File: src/rtl/request_unit_mc_if.sv
`default_nettype none
// +--------------------------------------------------------------------------+
// | Module   : request_unit_mc_if                                            |
// | Brief    : Handshake bundle between the request unit and its system.     |
// | Revision : 1.0                                                           |
// +--------------------------------------------------------------------------+
interface request_unit_mc_if #(
    parameter int PCSEL_W = 3,
    parameter int CNT_W   = 16
);
    logic               ihit;
    logic               dhit;
    logic               ren;
    logic               wen;
    logic               atomic;
    logic               regw;
    logic               halt;
    logic               flush;
    logic               iREN;
    logic               dREN;
    logic               dWEN;
    logic               datomic;
    logic [PCSEL_W-1:0] pcstate;
    logic               stall;
    logic               regwe;
    logic               timeout;
    logic [CNT_W-1:0]   stallcnt;

    // The request unit issues fetch/data requests, so it takes the master side.
    modport master (
        input  ihit, dhit, ren, wen, atomic, regw, halt, flush,
        output iREN, dREN, dWEN, datomic, pcstate, stall, regwe, timeout, stallcnt
    );

    modport slave (
        output ihit, dhit, ren, wen, atomic, regw, halt, flush,
        input  iREN, dREN, dWEN, datomic, pcstate, stall, regwe, timeout, stallcnt
    );
endinterface
`default_nettype wire

File: src/rtl/request_unit_mc.sv
`default_nettype none
// +--------------------------------------------------------------------------+
// | Module   : request_unit_mc                                               |
// | Brief    : Multicycle fetch/data request sequencer with timeout & stats. |
// | Revision : 1.0                                                           |
// +--------------------------------------------------------------------------+
module request_unit_mc #(
    parameter int PCSEL_W   = 3,
    parameter int TMO_W     = 8,
    parameter int CNT_W     = 16,
    parameter int ATOMIC_EN = 1
) (
    input wire                CLK,
    input wire                nRST,
    request_unit_mc_if.master bus
);
    localparam logic [1:0]       c_FETCH    = 2'd0;
    localparam logic [1:0]       c_DACC     = 2'd1;
    localparam logic [1:0]       c_HALTED   = 2'd2;
    localparam logic [TMO_W-1:0] c_TMO_MAX  = '1;
    localparam logic [TMO_W-1:0] c_TMO_LAST = c_TMO_MAX - 1'b1;
    localparam logic [CNT_W-1:0] c_CNT_MAX  = '1;

    logic [1:0]       r_state;
    logic [1:0]       w_state_nxt;
    logic             r_wr;
    logic             r_atomic;
    logic [TMO_W-1:0] r_tmo_cnt;
    logic             r_timeout;
    logic [CNT_W-1:0] r_stallcnt;
    logic             w_in_fetch;
    logic             w_in_dacc;
    logic             w_enter_dacc;
    logic             w_tmo_set;
    logic             w_atomic_in;

    generate
        if (ATOMIC_EN != 0) begin : g_atomic_on
            assign w_atomic_in = bus.atomic;
        end else begin : g_atomic_off
            assign w_atomic_in = 1'b0;
        end
    endgenerate

    assign w_in_fetch   = (r_state == c_FETCH);
    assign w_in_dacc    = (r_state == c_DACC);
    assign w_enter_dacc = w_in_fetch & bus.ihit & ~bus.halt & (bus.ren | bus.wen);
    // Timeout fires on the increment that lands on the terminal count, so a
    // flush while the counter sits at the top does not re-arm the flag.
    assign w_tmo_set    = w_in_dacc & ~bus.dhit & (r_tmo_cnt == c_TMO_LAST);

    always_comb begin
        w_state_nxt = r_state;
        case (r_state)
            c_FETCH: begin
                if (bus.ihit) begin
                    if (bus.halt)
                        w_state_nxt = c_HALTED;
                    else if (bus.ren | bus.wen)
                        w_state_nxt = c_DACC;
                end
            end
            c_DACC: begin
                if (bus.dhit)
                    w_state_nxt = c_FETCH;
            end
            c_HALTED: begin
                if (bus.flush)
                    w_state_nxt = c_FETCH;
            end
            default: w_state_nxt = c_FETCH;
        endcase
    end

    always_ff @(posedge CLK or negedge nRST) begin
        if (!nRST) begin
            r_state  <= c_FETCH;
            r_wr     <= 1'b0;
            r_atomic <= 1'b0;
        end else begin
            r_state <= w_state_nxt;
            if (w_enter_dacc) begin
                r_wr     <= bus.wen;
                r_atomic <= w_atomic_in;
            end
        end
    end

    always_ff @(posedge CLK or negedge nRST) begin
        if (!nRST) begin
            r_tmo_cnt <= '0;
            r_timeout <= 1'b0;
        end else begin
            if (w_enter_dacc)
                r_tmo_cnt <= '0;
            else if (w_in_dacc && !bus.dhit && (r_tmo_cnt != c_TMO_MAX))
                r_tmo_cnt <= r_tmo_cnt + 1'b1;

            if (bus.flush)
                r_timeout <= 1'b0;
            else if (w_tmo_set)
                r_timeout <= 1'b1;
        end
    end

    always_ff @(posedge CLK or negedge nRST) begin
        if (!nRST)
            r_stallcnt <= '0;
        else if (w_in_dacc && (r_stallcnt != c_CNT_MAX))
            r_stallcnt <= r_stallcnt + 1'b1;
    end

    // Enables decode from registered state only, so reset drops them at once.
    assign bus.iREN     = w_in_fetch;
    assign bus.dREN     = w_in_dacc & ~r_wr;
    assign bus.dWEN     = w_in_dacc & r_wr;
    assign bus.datomic  = w_in_dacc & r_atomic;
    assign bus.stall    = w_in_dacc;
    assign bus.pcstate  = PCSEL_W'(r_state);
    assign bus.timeout  = r_timeout;
    assign bus.stallcnt = r_stallcnt;
    assign bus.regwe    = (w_in_fetch & bus.regw & bus.ihit & ~(bus.ren | bus.wen | bus.halt))
                        | (w_in_dacc & bus.regw & bus.dhit & ~r_wr);
endmodule
`default_nettype wire

File: src/flat_wrapper.sv
// flat-port wrapper written by rule: the top's interface ports become plain ports
module request_unit_mc_flat 
#(
    parameter int PCSEL_W   = 3,
    parameter int TMO_W     = 8,
    parameter int CNT_W     = 16,
    parameter int ATOMIC_EN = 1
)
  (CLK, nRST, bus_ihit, bus_dhit, bus_ren, bus_wen, bus_atomic, bus_regw, bus_halt, bus_flush, bus_iREN, bus_dREN, bus_dWEN, bus_datomic, bus_pcstate, bus_stall, bus_regwe, bus_timeout, bus_stallcnt);
  request_unit_mc_if #(.PCSEL_W(PCSEL_W), .CNT_W(CNT_W)) bus_i ();
  input wire CLK;
  input wire nRST;
  input wire logic [$bits(bus_i.ihit)-1:0] bus_ihit;
  input wire logic [$bits(bus_i.dhit)-1:0] bus_dhit;
  input wire logic [$bits(bus_i.ren)-1:0] bus_ren;
  input wire logic [$bits(bus_i.wen)-1:0] bus_wen;
  input wire logic [$bits(bus_i.atomic)-1:0] bus_atomic;
  input wire logic [$bits(bus_i.regw)-1:0] bus_regw;
  input wire logic [$bits(bus_i.halt)-1:0] bus_halt;
  input wire logic [$bits(bus_i.flush)-1:0] bus_flush;
  output wire logic [$bits(bus_i.iREN)-1:0] bus_iREN;
  output wire logic [$bits(bus_i.dREN)-1:0] bus_dREN;
  output wire logic [$bits(bus_i.dWEN)-1:0] bus_dWEN;
  output wire logic [$bits(bus_i.datomic)-1:0] bus_datomic;
  output wire logic [$bits(bus_i.pcstate)-1:0] bus_pcstate;
  output wire logic [$bits(bus_i.stall)-1:0] bus_stall;
  output wire logic [$bits(bus_i.regwe)-1:0] bus_regwe;
  output wire logic [$bits(bus_i.timeout)-1:0] bus_timeout;
  output wire logic [$bits(bus_i.stallcnt)-1:0] bus_stallcnt;
  assign bus_i.ihit = bus_ihit;
  assign bus_i.dhit = bus_dhit;
  assign bus_i.ren = bus_ren;
  assign bus_i.wen = bus_wen;
  assign bus_i.atomic = bus_atomic;
  assign bus_i.regw = bus_regw;
  assign bus_i.halt = bus_halt;
  assign bus_i.flush = bus_flush;
  assign bus_iREN = bus_i.iREN;
  assign bus_dREN = bus_i.dREN;
  assign bus_dWEN = bus_i.dWEN;
  assign bus_datomic = bus_i.datomic;
  assign bus_pcstate = bus_i.pcstate;
  assign bus_stall = bus_i.stall;
  assign bus_regwe = bus_i.regwe;
  assign bus_timeout = bus_i.timeout;
  assign bus_stallcnt = bus_i.stallcnt;
  request_unit_mc #(.PCSEL_W(PCSEL_W), .TMO_W(TMO_W), .CNT_W(CNT_W), .ATOMIC_EN(ATOMIC_EN)) u_core (.CLK(CLK), .nRST(nRST), .bus(bus_i));
endmodule
File: config.mk
export PLATFORM = sky130hd
export DESIGN_NAME = request_unit_mc_flat
export DESIGN_NICKNAME = d
export VERILOG_FILES = /design/src/rtl/request_unit_mc_if.sv /design/src/rtl/request_unit_mc.sv /design/src/flat_wrapper.sv
export SDC_FILE = /design/constraint.sdc
export NUM_CORES = 1
export LEC_CHECK = 0
export BUFFER_PORTS_ARGS = -buffer_cell sky130_fd_sc_hd__buf_2
export CAP_MARGIN = 40
export CORE_MARGIN = 1
export CORE_UTILIZATION = 42
export CTS_CLUSTER_DIAMETER = 200
export CTS_CLUSTER_SIZE = 12
export DETAILED_ROUTE_END_ITERATION = 6
export GPL_TIMING_DRIVEN = 0
export PLACE_DENSITY_LB_ADDON = 0.25
export RECOVER_POWER = 50
export SKIP_LAST_GASP = 1
export SYNTH_ARGS = -nofsm -noshare
export SYNTH_HDL_FRONTEND = slang
export SYNTH_SLANG_ARGS = --single-unit
File: constraint.sdc
create_clock -name CLK -period 4.7 [get_ports CLK]
set_input_delay 0.235 -clock CLK [delete_from_list [all_inputs] [get_ports CLK]]
set_output_delay 0.235 -clock CLK [all_outputs]
set_load 0.05 [all_outputs]
======== Word-level counts from Yosys, hierarchy flattened ========
Index checks and enable logic that the tools add are counted.
storage, ports and cells
  flip-flop bits (word level) ............. 29
  input port bits ......................... 10
  output and inout bits ................... 26
  logic and storage cells ................. 56
operators by class
  add/subtract/negate cells ............... 2
  equal/unequal tests ..................... 9
  multiplexer cells ....................... 10
  bitwise operators ....................... 21
  reductions and logical operators ........ 8
operators by type and width
  operator                                             number
  adder 16 x 1 -> 16 bit, second input constant        1
  two-way mux 8 bit                                    2
  != test 16 bit, second input constant                1
  AND 1 bit                                            14
  two-way mux 2 bit                                    5
  adder 8 x 1 -> 8 bit, second input constant          1
  equality test 8 bit, second input constant           1
  != test 8 bit, second input constant                 1
  != test 2 bit, second input constant                 3
  one-hot mux 2 bit (3 select lines)                   1
  NOT 1 bit                                            4
  AND reduction 4 bit                                  1
  nonzero test 2 bit                                   2
  logical AND 1 bit                                    3
  != test 3 bit, second input constant                 1
  bitwise OR 1 bit                                     3
  equality test 2 x 1 -> 1 bit, second input constant  1
  equality test 2 bit, second input constant           1
  logical NOT 2 bit                                    1
  two-way mux 1 bit                                    2
  logical NOT 1 bit                                    1

======== Logic depth before layout (Yosys ltp) ========
  depth after elaboration ................. 5
  mapped depth ............................ 6
  gate-level depth less buffers ........... 6

======== Least setup slack after synthesis ========
OpenSTA, ideal clock, no wires.
  kind .................................... reg-to-output
  start point ............................. register u_core.r_state[1]
  end point ............................... output bus_regwe
  arrival ................................. 2.511 ns
  data required time ...................... 4.465 ns
  setup slack ............................. 1.954 ns
  cell stages (with the launch flop) ...... 5
  buffers on the path ..................... 0
  path through ............................ dfrtp_1 -> nand2b_4 -> nor2_1 -> a22oi_1 -> nor2b_1
on the way
  word-level cells in the longest chain between the ends .. 5
  elaborated cells between the ends (all ways) .. 9
  those cells by class .................... 1 x eq/ne; 7 x bitwise; 1 x reduce/logical
ends and longest elaborated chain
  item                                                               RTL line                                        RTL
  from (decl)                                                        request_unit_mc.sv:24                           logic [1:0] r_state;
  from (signal assigned)                                             request_unit_mc.sv:77                           r_state <= c_FETCH;
  from (signal assigned)                                             request_unit_mc.sv:81                           r_state <= w_state_nxt;
  equality test 2 x 1 -> 1 bit or logical NOT 2 bit (tied branches)  request_unit_mc.sv:46, request_unit_mc.sv:45
  AND 1 bit (on tied branches) (3 in series)                         request_unit_mc.sv:123, request_unit_mc.sv:122
  bitwise OR 1 bit *                                                 request_unit_mc.sv:123                          | (w_in_dacc & bus.regw & bus.dhit & ~r_wr);
  to (decl)                                                          flat_wrapper.sv:27                              output wire logic [$bits(bus_i.regwe)-1:0] bus_regwe;
Mark *: on every way between the ends. The rest lies on a longest branch, timed or not.

======== Worst setup path in the final report ========
  start point ............................. register u_core.r_state[0]
  end point ............................... output bus_regwe
The elaborated chain is that of the path after synthesis.

==> summary.md <==
| Metric | Value |
|---|---|
| DR WL/cell | between 10 and 15 um |
| Gr usage total | 0.184 |
| Starting DRT DRC Count | between 50 and 60 |
| Slew of the pin with the lowest slew margin | between 1.5 and 2 ns |
| RSZ-0062 raised after global routing | no |
| Hold worst-path end | u_core.bus.timeout |
| Average footprint of a synthesized cell | 10.3 um^2 |
| Library cells used by synthesis | 40 |
| Port buffer count | 34 |
| Setup slack at placement | approximately 2.9 ns |
| Routability cong. | 0.842 |
| Post-Syn Area | about 1500 um^2 |
| Critical path peak fanout | 6 |
| Crit Path Category | flop to output pin |
| Reg2Reg Capture Point | u_core.r_tmo_cnt[7] |
| Hold Vio Cnt, Final | 0 |
| Yosys top cell area share | 0.475 |
| Global-route wire length before repair | 5590 um |
| CTS Buf Count | 5 |
| Asr flop ratio synth | 1.00 |
| Vias | 1258 |
| Outcome | complete, but fails checks |
| Tot Pwr | approximately 0.00069 W |
| Failing checks | capacitance limit, slew limit |
| R2R Path Start | u_core.r_state[0] |
| Share of post-route cells with drive strength above 1 | 0.221 |
| Clk_lat worst skew | approximately 0.32 ns |
| Largest net degree at the start of global routing | 30 |
| Reg2Reg Depth | 4 |
| CTS sink count | 29 |
| Worst EP required | about 4.5 ns |
| Io pins | 36 |
| FP Rows | 21 |
| Leak | 0.878 nW |
| Worst Hold Class | input port to flop |
| Final worst setup slack | 2.60 ns |
| # fillers | about 340 |
| Grt ovf | 0 |
| Setup Viol. Count Final | 0 |
| N_diodes | 0 |
| Routed WL | approximately 3000 um |
| Resized Gates After CTS | 0 |
| Clock Tree Root | clkbuf_4 |
| Final slew viol count | 30 |
| Crit. End Element | output pin |
| Multi-input logic area | between 700 and 800 um^2 |
| Most common cell in the netlist | dfrtp_1 |
| DR vias/cell | between 5 and 6 |
| Hold path start | bus_flush |
| CTS max path bufs | 2 |
| Layout Skew | roughly 0.011 ns |
| Core area | 3420 um^2 |
| FF-to-FF setup slack | between 2 and 3 ns |
| Placed wire-length estimate | between 2000 and 2500 um |
| Drt drc | 0 |
| Sequential area share after synthesis | 0.475 |
| Critical Path Start Type | flop |
| Post-CTS Setup Inserts | 0 |
| Synth area leaders | dfrtp_1, xor2_1, nor2_1 |
| IR drop worst, VDD | around 160 uV |
| Final net count | between 200 and 250 |
| CTS tree | built |
| Worst Hold Depth | 2 |
| Number of synthesized flops with an enable pin | 0 |
| Non-Filler Instances | 236 |
| Initial Utilization | 0.447 |
| Peak Freq | between 0.4 and 0.5 GHz |
| Pwr Density | about 380 nW/um^2 |
| Top cells by count, synth | dfrtp_1, nor2_1, nand2_1 |
| Leading area contributor after synthesis | dfrtp_1 |
| Ys Warns | 0 |
| Final setup TNS | 0 ns |
| Max H-tree Level | 2 |
| First drt pass iteration count | 6 |
| Area Growth Syn to Fin | 17.5% |
| Antenna violations before repair | 0 |
| MaxCap Viol Count | 1 |
| ANT nets after route | 0 |
| Crit path DAT | roughly 1.9 ns |
| Flops & latches, synth | 29 |
| Final Critical Period | 2.10 ns |
| Clock-pin slew on the worst setup and hold paths | 0.08 ns |
| Vias in the first global route | between 1000 and 1500 |
| Post-synth net total | approximately 160 |
| Fin crit share | 0.447 |
| Die area | about 3900 um^2 |
| Top FF cell, synth | dfrtp_1 |
| Die Wd | a little over 60 um |
| Reg area | ~730 um^2 |
| Post-Place Cells | between 200 and 250 |
| Mapped Cells | ~150 |
| Slew headroom | -0.0116 |
| Die Span Y | slightly above 60 um |
cell usage in the layout, fill, tap and decap left out, drive strengths merged, types with 4 or more instances in the layout:
master | synthesis | layout
xor2 | 14 | 14
and2 | 4 | 4
nor4b | 4 | 4
buf | 1 | 24
nor3 | 6 | 6
nand4 | 10 | 10
o21ai | 9 | 9
clkbuf | 0 | 18
nor2 | 16 | 16
nand3 | 5 | 5
dfrtp | 29 | 29
nand2 | 15 | 15
inv | 5 | 5
routing by layer:
metal  GRT usage  vias up  wire [um]
met5           0        -          0
met4      0.0610        0         39
met3      0.0625        4        133
met2       0.310       36       1450
met1       0.220      596       1380
li1            -      622          -
stage by stage:
step | area [um^2] | utilization | hold slack [ns]
finish | 1800 | 0.526 | 0.0742
floorplan | 1530 | - | -0.0606
global placement | 1760 | 0.514 | 0.293
CTS | 1820 | 0.533 | 0.0604
global route | 1800 | 0.526 | 0.0489
detailed placement | 1760 | 0.514 | 0.298
repair_timing:
action	CTS	global route
hold endpoints to repair	29	0
endpoints found under the setup margin	0	0
hold buffers	1	0
cell type report:
class | instances | share of cell area
timing repair buffer | 35 | 0.0927
tap | 46 | 0.0321
multi-input combinational | 113 | 0.426
inverter | 5 | 0.0105
buffer | 1 | 0.00418
clock buffer | 7 | 0.0307
sequential | 29 | 0.404
worst max path at each step:
stage | start | to | cells past startpoint
after floorplan | u_core.r_state[1] | bus_regwe | 4
after global placement | u_core.r_state[0] | u_core.r_tmo_cnt[7] | 4
after detailed placement | u_core.r_state[0] | u_core.r_tmo_cnt[7] | 4
after CTS | u_core.r_state[0] | bus_regwe | 4
after global routing | u_core.r_state[0] | bus_regwe | 4
final | u_core.r_state[0] | bus_regwe | 4
worst max-delay path, cell delays in order (launching register included):
cell     delay, ns
dfrtp_1       0.47
nor4b_1       0.56
a22oi_1       0.13
nor2b_1       0.13
buf_2         0.27
sequential cells by signal, indices dropped and copies added (netlist names):
name / flops
u_core.r_atomic: 1
u_core.bus.timeout: 1
u_core.bus.stallcnt: 16
u_core.r_wr: 1
u_core.r_tmo_cnt: 8
u_core.r_state: 2
where the power goes:
part | leakage, nW | switching, W | internal (W) | total, W
Combinational | 0.456 | 0.000157 | 0.0000534 | 0.000210
Sequential | 0.391 | 0.0000425 | 0.000283 | 0.000326
Clock | 0.0314 | 0.0000796 | 0.0000705 | 0.000150
logic make-up (layout without fill, tap and decap cells):
kind of cell | after synthesis | after routing | share of synthesized area
AND/OR/NAND/NOR | 71 | 71 | 0.287
flip-flops | 29 | 29 | 0.475
AO/OA/AOI/OAI | 19 | 19 | 0.0803
XOR/XNOR | 16 | 16 | 0.0917
buffers and inverters | 6 | 48 | 0.0172
adder cells (fa/ha/maj) | 3 | 3 | 0.0246
multiplexers | 3 | 3 | 0.0221
other | 1 | 1 | 0.00245
Power figures use the tool's default switching activity.
